$ cat config.mk
export PLATFORM = sky130hd
export DESIGN_NAME = cache_line_sequencer
export DESIGN_NICKNAME = d
export VERILOG_FILES = /design/src/rtl/cache_line_sequencer.sv
export SDC_FILE = /design/constraint.sdc
export NUM_CORES = 1
export LEC_CHECK = 0
export BUFFER_PORTS_ARGS = -buffer_cell sky130_fd_sc_hd__buf_2
export CORE_AREA = 2 2 81 83
export DETAILED_ROUTE_END_ITERATION = 8
export DIE_AREA = 0 0 83 85
export PLACE_DENSITY = 0.77
export SYNTH_ARGS = -nofsm -noshare
export SYNTH_HDL_FRONTEND = slang
export SYNTH_SLANG_ARGS = --single-unit
$ cat constraint.sdc
create_clock -name clk -period 3.66 [get_ports clk]
set_input_delay 0.732 -clock clk [delete_from_list [all_inputs] [get_ports clk]]
set_output_delay 0.732 -clock clk [all_outputs]
set_load 0.02 [all_outputs]
$ cat src/rtl/cache_line_sequencer.sv
// Line-transfer engine: refills or writes back a 4-word cache line over a req/ack memory port.
// Optional CACHE_SEQ_CRITICAL_WORD_FIRST_EN: refills start at start_offset and wrap.
module cache_line_sequencer #(
  parameter int ADDR_WIDTH = 32,
  parameter int DATA_WIDTH = 32,
  parameter int BLOCKS_NUM = 8,
  localparam int unsigned IDX_W = $clog2(BLOCKS_NUM),
  localparam int unsigned TAG_W = ADDR_WIDTH - IDX_W - 2,
  localparam int unsigned CWI_W = $clog2(4 * BLOCKS_NUM)
) (
  input  logic                  clk,
  input  logic                  rst_n,
  input  logic                  start,
  input  logic                  is_write,
  input  logic [TAG_W-1:0]      line_tag,
  input  logic [IDX_W-1:0]      line_index,
  input  logic [1:0]            start_offset,
  output logic                  busy,
  output logic                  done,
  output logic                  mem_req,
  output logic                  mem_we,
  output logic [ADDR_WIDTH-1:0] mem_addr,
  output logic [DATA_WIDTH-1:0] mem_wdata,
  input  logic                  mem_ack,
  input  logic [DATA_WIDTH-1:0] mem_rdata,
  output logic [CWI_W-1:0]      cache_word_index,
  input  logic [DATA_WIDTH-1:0] cache_rdata,
  output logic                  cache_we,
  output logic [DATA_WIDTH-1:0] cache_wdata
);

  localparam logic [1:0] S_IDLE = 2'd0;
  localparam logic [1:0] S_XFER = 2'd1;
  localparam logic [1:0] S_DONE = 2'd2;

  logic [1:0]       state_q, state_d;
  logic             is_write_q, is_write_d;
  logic [TAG_W-1:0] tag_q, tag_d;
  logic [IDX_W-1:0] index_q, index_d;
  logic [1:0]       offset_q, offset_d;
  logic [1:0]       beat_q, beat_d;
  logic [1:0]       init_offset_c;

`ifdef CACHE_SEQ_CRITICAL_WORD_FIRST_EN
  // Writebacks always stream the line from word 0.
  assign init_offset_c = is_write ? 2'd0 : start_offset;
`else
  logic unused_start_offset;
  assign unused_start_offset = ^start_offset;
  assign init_offset_c       = 2'd0;
`endif

  // Next-state and capture logic.
  always_comb begin
    state_d    = state_q;
    is_write_d = is_write_q;
    tag_d      = tag_q;
    index_d    = index_q;
    offset_d   = offset_q;
    beat_d     = beat_q;
    case (state_q)
      S_IDLE: begin
        if (start) begin
          state_d    = S_XFER;
          is_write_d = is_write;
          tag_d      = line_tag;
          index_d    = line_index;
          offset_d   = init_offset_c;
          beat_d     = 2'd0;
        end
      end
      S_XFER: begin
        if (mem_ack) begin
          offset_d = offset_q + 2'd1;
          beat_d   = beat_q + 2'd1;
          if (beat_q == 2'd3) begin
            state_d = S_DONE;
          end
        end
      end
      S_DONE:  state_d = S_IDLE;
      default: state_d = S_IDLE;
    endcase
  end

  // State, captured line fields and registered status outputs.
  always_ff @(posedge clk or negedge rst_n) begin
    if (!rst_n) begin
      state_q    <= S_IDLE;
      is_write_q <= 1'b0;
      tag_q      <= '0;
      index_q    <= '0;
      offset_q   <= 2'd0;
      beat_q     <= 2'd0;
      busy       <= 1'b0;
      done       <= 1'b0;
      mem_req    <= 1'b0;
      mem_we     <= 1'b0;
    end else begin
      state_q    <= state_d;
      is_write_q <= is_write_d;
      tag_q      <= tag_d;
      index_q    <= index_d;
      offset_q   <= offset_d;
      beat_q     <= beat_d;
      busy       <= (state_d == S_XFER);
      done       <= (state_d == S_DONE);
      mem_req    <= (state_d == S_XFER);
      mem_we     <= (state_d == S_XFER) && is_write_d;
    end
  end

  // Addresses come straight from captured registers, so they hold while ack is pending.
  assign mem_addr         = ADDR_WIDTH'({tag_q, index_q, offset_q});
  assign cache_word_index = CWI_W'({index_q, offset_q});

  assign cache_we    = (state_q == S_XFER) && mem_ack && !is_write_q;
  assign cache_wdata = mem_rdata;
  assign mem_wdata   = ((state_q == S_XFER) && is_write_q) ? cache_rdata : '0;

endmodule
==> out/results.ini, run 1 <==
[run_status]
outcome=finished, final reports clean

[run]
max-cap-violations=0

[global_route]
grt_usage=0.1384
grt_pass1_vias=1647
overflow=0
grt_start_max_net_pins=41
grt_pass1_wl_mm=7.941
antenna_found_initial=0

[timing]
finalHoldViolCount=0
fin_skew_ns=0.001964
slew_headroom=0.4020
fmax_mhz=365.9
slew_violations=0
fin_crit_sh=0.7466
fin_tns_setup_ns=0
tightest_slew_ns=0.8970
fin_crit_ns=2.733
rsz0062_at_grt=no
finalSetupViolCount=0
fin_ws_ns=0.9273

[logic_synthesis]
ys_top_cells_by_count=dfrtp_1 (40), buf_4 (39), and2_1 (33), mux2_2 (31), a22o_1 (4)
synth_area_um2=2090
yosysWarnings=0
synth_top_area_frac=0.4790
netlist_top_cells_area=dfrtp_1 (48%), mux2_2 (17%), buf_4 (14%)
yosys.area_share.adder=0.005988
synth_compound_area_frac=0.02934
synth_xor_area_frac=0
synth-edff-count=0
synthMuxAreaShare=0.1838
ys_types=22
synth_most_common_cell=dfrtp_1
ys_async_sr_fraction=1.000
yosysSeqAreaShare=0.4790
synth_top_family_by_area=multiplexers
synthFlopType=dfrtp_1
ys_seq_elements=40
synth-simple-area-share=0.1341
synth_nets=274
syn_avg_cell_area_um2=12.15
syn-instance-count=172
synth_top_area_cell=dfrtp_1

[clocking]
post_cts_buffers=0
cts_root_buf=clkbuf_8
cts-htree-levels=2
cts-resized-gates=0
path_clk_slew_ns=0.07
cts_inserted_buffers=5
cts_tree=done
clock-sinks=40
clockBufferDepth=2
cts_hold_buf=0
clock_latency_ns=0.28

[critical_path]
arrival_ns=2.00
reg2reg_from=state_q[0]
start_kind=register
r2r_slack_ns=1.92
startpoint=state_q[0]
crit_path_max_incr_delay_ns=0.71
path_cells=and3b_1 -> and2_1 -> buf_2
path_class=reg2out
cp_top_family=simple AND/OR/NAND/NOR gates
cp.required_ns=2.93
crit_fanout=32
cpMaxStageDelayCell=and3b_1
path_buf_inv=1
endpoint_kind=output pin

[cells_and_area]
final_cell_area_um2=2641
final_util=0.4257
regArea_um2=1001
multiInputGateArea_um2=738.2
drive_above_1_share=0.6582
antennaDiodeCount=0
fillerInstances=607
nNetsFinal=376
syn_to_final_growth_pct=26.41

[floorplan]
die_w_um=83
die-area_um2=7055
initial_core_util=0.3368
num_io_pins=207
die_h_um=85
core_um2=6205
rows=29

[routing]
finalWirelength_mm=4.950
routed_via_density=4.574
dr_total_vias=1610
wire_per_inst_um=14.06
remaining_drc_errors=0
drtAntennaViolNets=0
drt_iter0_drc=34
firstDrtPassIters=4

[placed_design]
io_buffers=140
dp_slack_ns=1.226
globalplace.congestion=0.8505
place_area_um2=2551
dp_hpwl_mm=3.859

[power_and_ir_drop]
power.leakage_nw=1.420
power.density_nw_per_um2=943.6
p_total_mw=2.492
peakVddDrop_v=0.0004852

[min_path]
min_from=tag_q[8]
hold_path.class=reg2reg

## logic make-up after synthesis
logic type,after synthesis
multiplexers,34
adder cells (fa/ha/maj),1
AO/OA/AOI/OAI,8
AND/OR/NAND/NOR,41
buffers and inverters,48
flip-flops,40
## routing by layer
metal	vias to the layer above	GRT usage	wire length, µm
met5	-	0	0
met1	766	0.1621	1909
met2	99	0.2375	2486
li1	733	-	-
met3	12	0.05253	489
met4	0	0.04024	64
## cells in the final DEF, fill, tap and decap left out, drive strengths merged
| cell type | synthesis | final |
|---|---|---|
| nand2b | 1 | 1 |
| nand2 | 1 | 1 |
| a31oi | 2 | 2 |
| and4b | 2 | 2 |
| buf | 43 | 141 |
| nor3b | 1 | 1 |
| and4bb | 1 | 1 |
| dfrtp | 40 | 40 |
| a22o | 4 | 4 |
| clkbuf | 3 | 8 |
| and2 | 33 | 33 |
| nor2 | 1 | 1 |
| mux2i | 2 | 2 |
| ha | 1 | 1 |
| mux2 | 32 | 32 |
| and3b | 1 | 1 |
| o21bai | 1 | 1 |
| inv | 2 | 2 |
| o22ai | 1 | 1 |
## sequential cells by signal, summed over array words and instances (netlist names)
name        count
mem_we          1
state_q         2
mem_req         1
tag_q          27
index_q         3
beat_q          2
is_write_q      1
done            1
offset_q        2
## cell type report
type,count,share of cell area
flip-flops and latches,40,0.3790
multi-input cells,84,0.2795
repair buffers,141,0.2681
well taps,77,0.03648
clock buffers,8,0.03411
inverters,2,0.002842
## stage by stage
| step | hold WS [ns] | cells |
|---|---|---|
| after CTS | 0.5082 | 352 |
| final | 0.5010 | 352 |
| after global placement | 0.4850 | 344 |
| after detailed placement | 0.4907 | 344 |
| after floorplan | 0.4364 | 172 |
| after global routing | 0.5158 | 352 |
## where the power goes
part           internal (mW)  switching (mW)
clock                  0.154           0.141
sequential             0.662           0.143
combinational          0.573           0.821
## final timing paths
kind | end | cells after the start
worst max-delay path | mem_wdata[4] | 3
worst min-delay path | tag_q[8] | 1
worst max register to register | mem_we | 4
worst min register to register | tag_q[8] | 1
max in group asynchronous | tag_q[2] | 1
min in group asynchronous | tag_q[13] | 1
(Power assumes the default switching activity.)
==> run 2, diff against run 1 <==
- CORE_AREA: 2 2 81 83 -> 2 2 80 82
- DIE_AREA: 0 0 83 85 -> 0 0 82 84
- PLACE_DENSITY: 0.77 -> 0.78
- clock period: 3.66 -> 2.6 ns (I/O delays scaled with it)
==> run 2 against run 1 <==
- worst setup slack got worse by 0.52 ns
- register-to-register slack got worse by 1.0 ns
- combinational power increased by 42%
- die area decreased by 2.4%
- via count decreased by 1.6%
- sequential share of layout area decreased by 0.29 points
- non-clock buffer count increased by 1
- critical endpoint is now mem_wdata[16]
==> out/results.ini, run 2 (synthesis results as in run 1) <==
[routing]
routed_via_density=4.490
wl_met3_um=513
wl_met1_mm=1.704
remaining_drc_errors=0
firstDrtPassIters=4
dr_total_vias=1585
drt_iter0_drc=72
drtAntennaViolNets=0
finalWirelength_mm=4.664
wire_per_inst_um=13.21
wl_met2_mm=2.357
routed.top_layer=met4

[critical_path]
path_class=reg2out
arrival_ns=1.67
endpoint_kind=output pin
start_kind=register
crit_fanout=32
cp.required_ns=2.08

[power_and_ir_drop]
power.density_nw_per_um2=1321
power.leakage_nw=1.428
peakVddDrop_v=0.0005707

[clocking]
path_clk_slew_ns=0.08
cts_hold_buf=0
clockBufferDepth=2
cts-resized-gates=0
post_cts_buffers=0
clock_latency_ns=0.28
cts_root_buf=clkbuf_8
cts-htree-levels=2
clock-sinks=40
cts_tree=done
cts_inserted_buffers=5

[floorplan]
rows=29
core_um2=6096
num_io_pins=207
die_h_um=84
initial_core_util=0.3428
die_w_um=82
die-area_um2=6888

[cells_and_area]
nNetsFinal=377
regMostFlops=tag_q
layout.cells.non_filler=353
layout_common_cells=buf_2 (140), dfrtp_1 (40), and2_1 (33)
drive_above_1_share=0.6594
final_common_cell=buf_2
largest_reg_flops=27
fillerInstances=600
syn_to_final_growth_pct=27.37
reg_top3=tag_q: 27 flops, index_q: 3 flops
antennaDiodeCount=0

[timing]
fin_crit_sh=0.8437
slew_headroom=0.4207
fin_skew_ns=0.005520
slew_violations=0
finalHoldViolCount=0
tightest_slew_ns=0.8689
finalSetupViolCount=0
fmax_mhz=455.9
fin_tns_setup_ns=0
fin_crit_ns=2.193
rsz0062_at_grt=no

[placed_design]
dp_hpwl_mm=3.626
dp_cells=345
io_buffers=140
globalplace.congestion=0.7311

[global_route]
antenna_found_initial=0
grt_usage=0.1309
overflow=0
grt_pass1_vias=1503
grt_start_max_net_pins=41
grt_pass1_wl_mm=6.982

[run]
max-cap-violations=0

[min_path]
hold_path.class=in2async

[run_status]
outcome=finished, final reports clean

-- run 2: changes by cell type in the layout (fill, tap and decap cells not counted) --
cell	change
buf_12	+1
-- run 2: layout make-up --
class,count,area (µm²),share of cell area
repair buffers,142,728.2,0.2736
clock buffers,8,90.09,0.03385
multi-input cells,84,738.2,0.2774
flip-flops and latches,40,1001,0.3761
inverters,2,7.507,0.002821
well taps,77,96.34,0.03620
-- run 2: metal layers --
layer / vias up / global-route usage
li1: 739 / -
met3: 19 / 0.03139
met1: 734 / 0.1406
met4: 0 / 0.05758
met5: - / 0
met2: 93 / 0.2358
-- run 2: where the power goes --
| part | switching [mW] | internal, mW |
|---|---|---|
| logic | 1.14 | 0.830 |
| clock network | 0.201 | 0.216 |
| registers | 0.199 | 0.932 |
| total | 1.54 | 1.98 |
-- run 2: metrics by stage --
step	total power [mW]	hold WS, ns	instance area [µm²]	setup slack (ns)	utilization
final	3.517	0.3454	2661	0.4065	0.4366
after global routing	3.748	0.4294	2661	0.2875	0.4366
after CTS	3.573	0.3824	2661	0.3945	0.4366
after detailed placement	3.139	0.4901	2571	0.7101	0.4218
after global placement	3.096	0.4855	2571	0.7385	0.4218
after floorplan	2.600	0.2244	2090	0.9180	-
-- run 2: path summary, 6_finish.rpt --
check / start / endpoint / slack (ns) / depth (start not counted)
setup / recovery: state_q[0] / mem_wdata[16] / 0.41 / 4
hold / removal: rst_n / tag_q[3] / 0.35 / 1
setup reg to reg: state_q[0] / tag_q[22] / 0.87 / 3
hold reg to reg: tag_q[3] / tag_q[3] / 0.50 / 1
max in group asynchronous: rst_n / beat_q[0] / 1.70 / 1
min in group clk: line_tag[3] / tag_q[3] / 0.46 / 2
-- run 2: critical path: stages (launching register included) --
cell	delay (ns)
dfrtp_1	0.59
and3b_1	0.22
buf_4	0.23
and2_1	0.18
buf_2	0.17
==> run 3, diff against run 2 <==
- clock period: 2.6 -> 2.3 ns (I/O delays scaled with it)
==> run 3 against run 2 <==
- sequential cell count unchanged
- non-clock buffer count grew 1
- count of clock-buffer cells in the layout did not move
- wire length shrank 1.4%
- critical path type unchanged
==> out/results.ini, run 3 (synthesis results as in run 1) <==
[cells_and_area]
regMostFlops=tag_q
drive_above_1_share=0.6606
syn_to_final_growth_pct=27.13
layout.cells.non_filler=354
reg_top3=tag_q: 27 flops, index_q: 3 flops
largest_reg_flops=27
fillerInstances=593
nNetsFinal=378
antennaDiodeCount=0
final_common_cell=buf_2
layout_common_cells=buf_2 (140), dfrtp_1 (40), and2_1 (33)

[clocking]
post_cts_buffers=0
cts-resized-gates=0
clockBufferDepth=2
clock-sinks=40
cts_tree=done
path_clk_slew_ns=0.07
cts-htree-levels=2
cts_hold_buf=0
clock_latency_ns=0.28
cts_inserted_buffers=5
cts_root_buf=clkbuf_8

[timing]
rsz0062_at_grt=no
finalHoldViolCount=0
fin_skew_ns=0.002818
fin_tns_setup_ns=0
whs_ns=0.2935
fin_crit_sh=0.9156
finalSetupViolCount=0
slew_violations=0
fmax_mhz=474.9
tightest_slew_ns=0.8673
fin_crit_ns=2.106
slew_headroom=0.4218

[power_and_ir_drop]
p_total_mw=3.951
peakVddDrop_v=0.0006347
power.density_nw_per_um2=1488
power.leakage_nw=1.430

[global_route]
grt_start_max_net_pins=41
grt_usage=0.1306
antenna_found_initial=0
grt_pass1_vias=1534
overflow=0
grt_pass1_wl_mm=6.996

[placed_design]
dp_cells=346
dp_hpwl_mm=3.581
globalplace.congestion=0.7788
io_buffers=140

[routing]
remaining_drc_errors=0
drt_iter0_drc=53
dr_total_vias=1582
firstDrtPassIters=4
drtAntennaViolNets=0
finalWirelength_mm=4.601
routed_via_density=4.469
wire_per_inst_um=13.00

[floorplan]
die_w_um=82
core_um2=6096
die_h_um=84
rows=29
initial_core_util=0.3428
die-area_um2=6888
num_io_pins=207

[critical_path]
endpoint_kind=output pin
crit_fanout=32
path_class=reg2out
cp.required_ns=1.84
reg2regPathDepth=4
arrival_ns=1.65
start_kind=register

[run]
max-cap-violations=0

[run_status]
outcome=finished, final reports clean

[min_path]
hold_path.class=in2async

[run 3: changes by cell type in the layout (fill, tap and decap cells not counted), sizes merged]
cell / change
buf: +1
[run 3: final timing paths]
check	from	end	slack (ns)
setup / recovery	state_q[0]	mem_wdata[5]	0.19
hold / removal	rst_n	tag_q[20]	0.29
setup reg to reg	state_q[0]	mem_we	0.63
hold reg to reg	tag_q[15]	tag_q[15]	0.50
max in group asynchronous	rst_n	beat_q[0]	1.47
min in group clk	line_tag[3]	tag_q[3]	0.41
[run 3: routing by layer]
layer  up-vias  part of all wire  track usage
met3        16              0.11      0.03788
met2        88              0.51       0.2313
li1        738                 -            -
met1       740              0.37       0.1419
met4         0             0.016      0.05303
met5         -                 0            0
[run 3: where the power goes]
part           internal, mW  switching [mW]
combinational         0.932            1.28
clock                 0.245           0.218
sequential             1.05           0.220
total                  2.23            1.72
[run 3: area by class of cell]
cell class | instances | area (µm²) | share of cell area
timing repair buffer | 143 | 723.2 | 0.2723
multi-input combinational | 84 | 738.2 | 0.2779
sequential | 40 | 1001 | 0.3768
inverter | 2 | 7.507 | 0.002826
clock buffer | 8 | 90.09 | 0.03391
tap | 77 | 96.34 | 0.03627
[run 3: worst max-delay path, cell delays in order, from the launching register on]
cell     delay, ns
dfrtp_1       0.58
and3b_1       0.22
buf_4         0.23
and2_1        0.17
buf_2         0.16
[run 3: per-stage QoR]
stage,cell area [µm²],worst slack (ns),util
after floorplan,2090,0.6780,-
after global placement,2566,0.5108,0.4210
after detailed placement,2566,0.4905,0.4210
after CTS,2656,0.1629,0.4358
after global routing,2656,0.05911,0.4358
final,2656,0.1942,0.4358
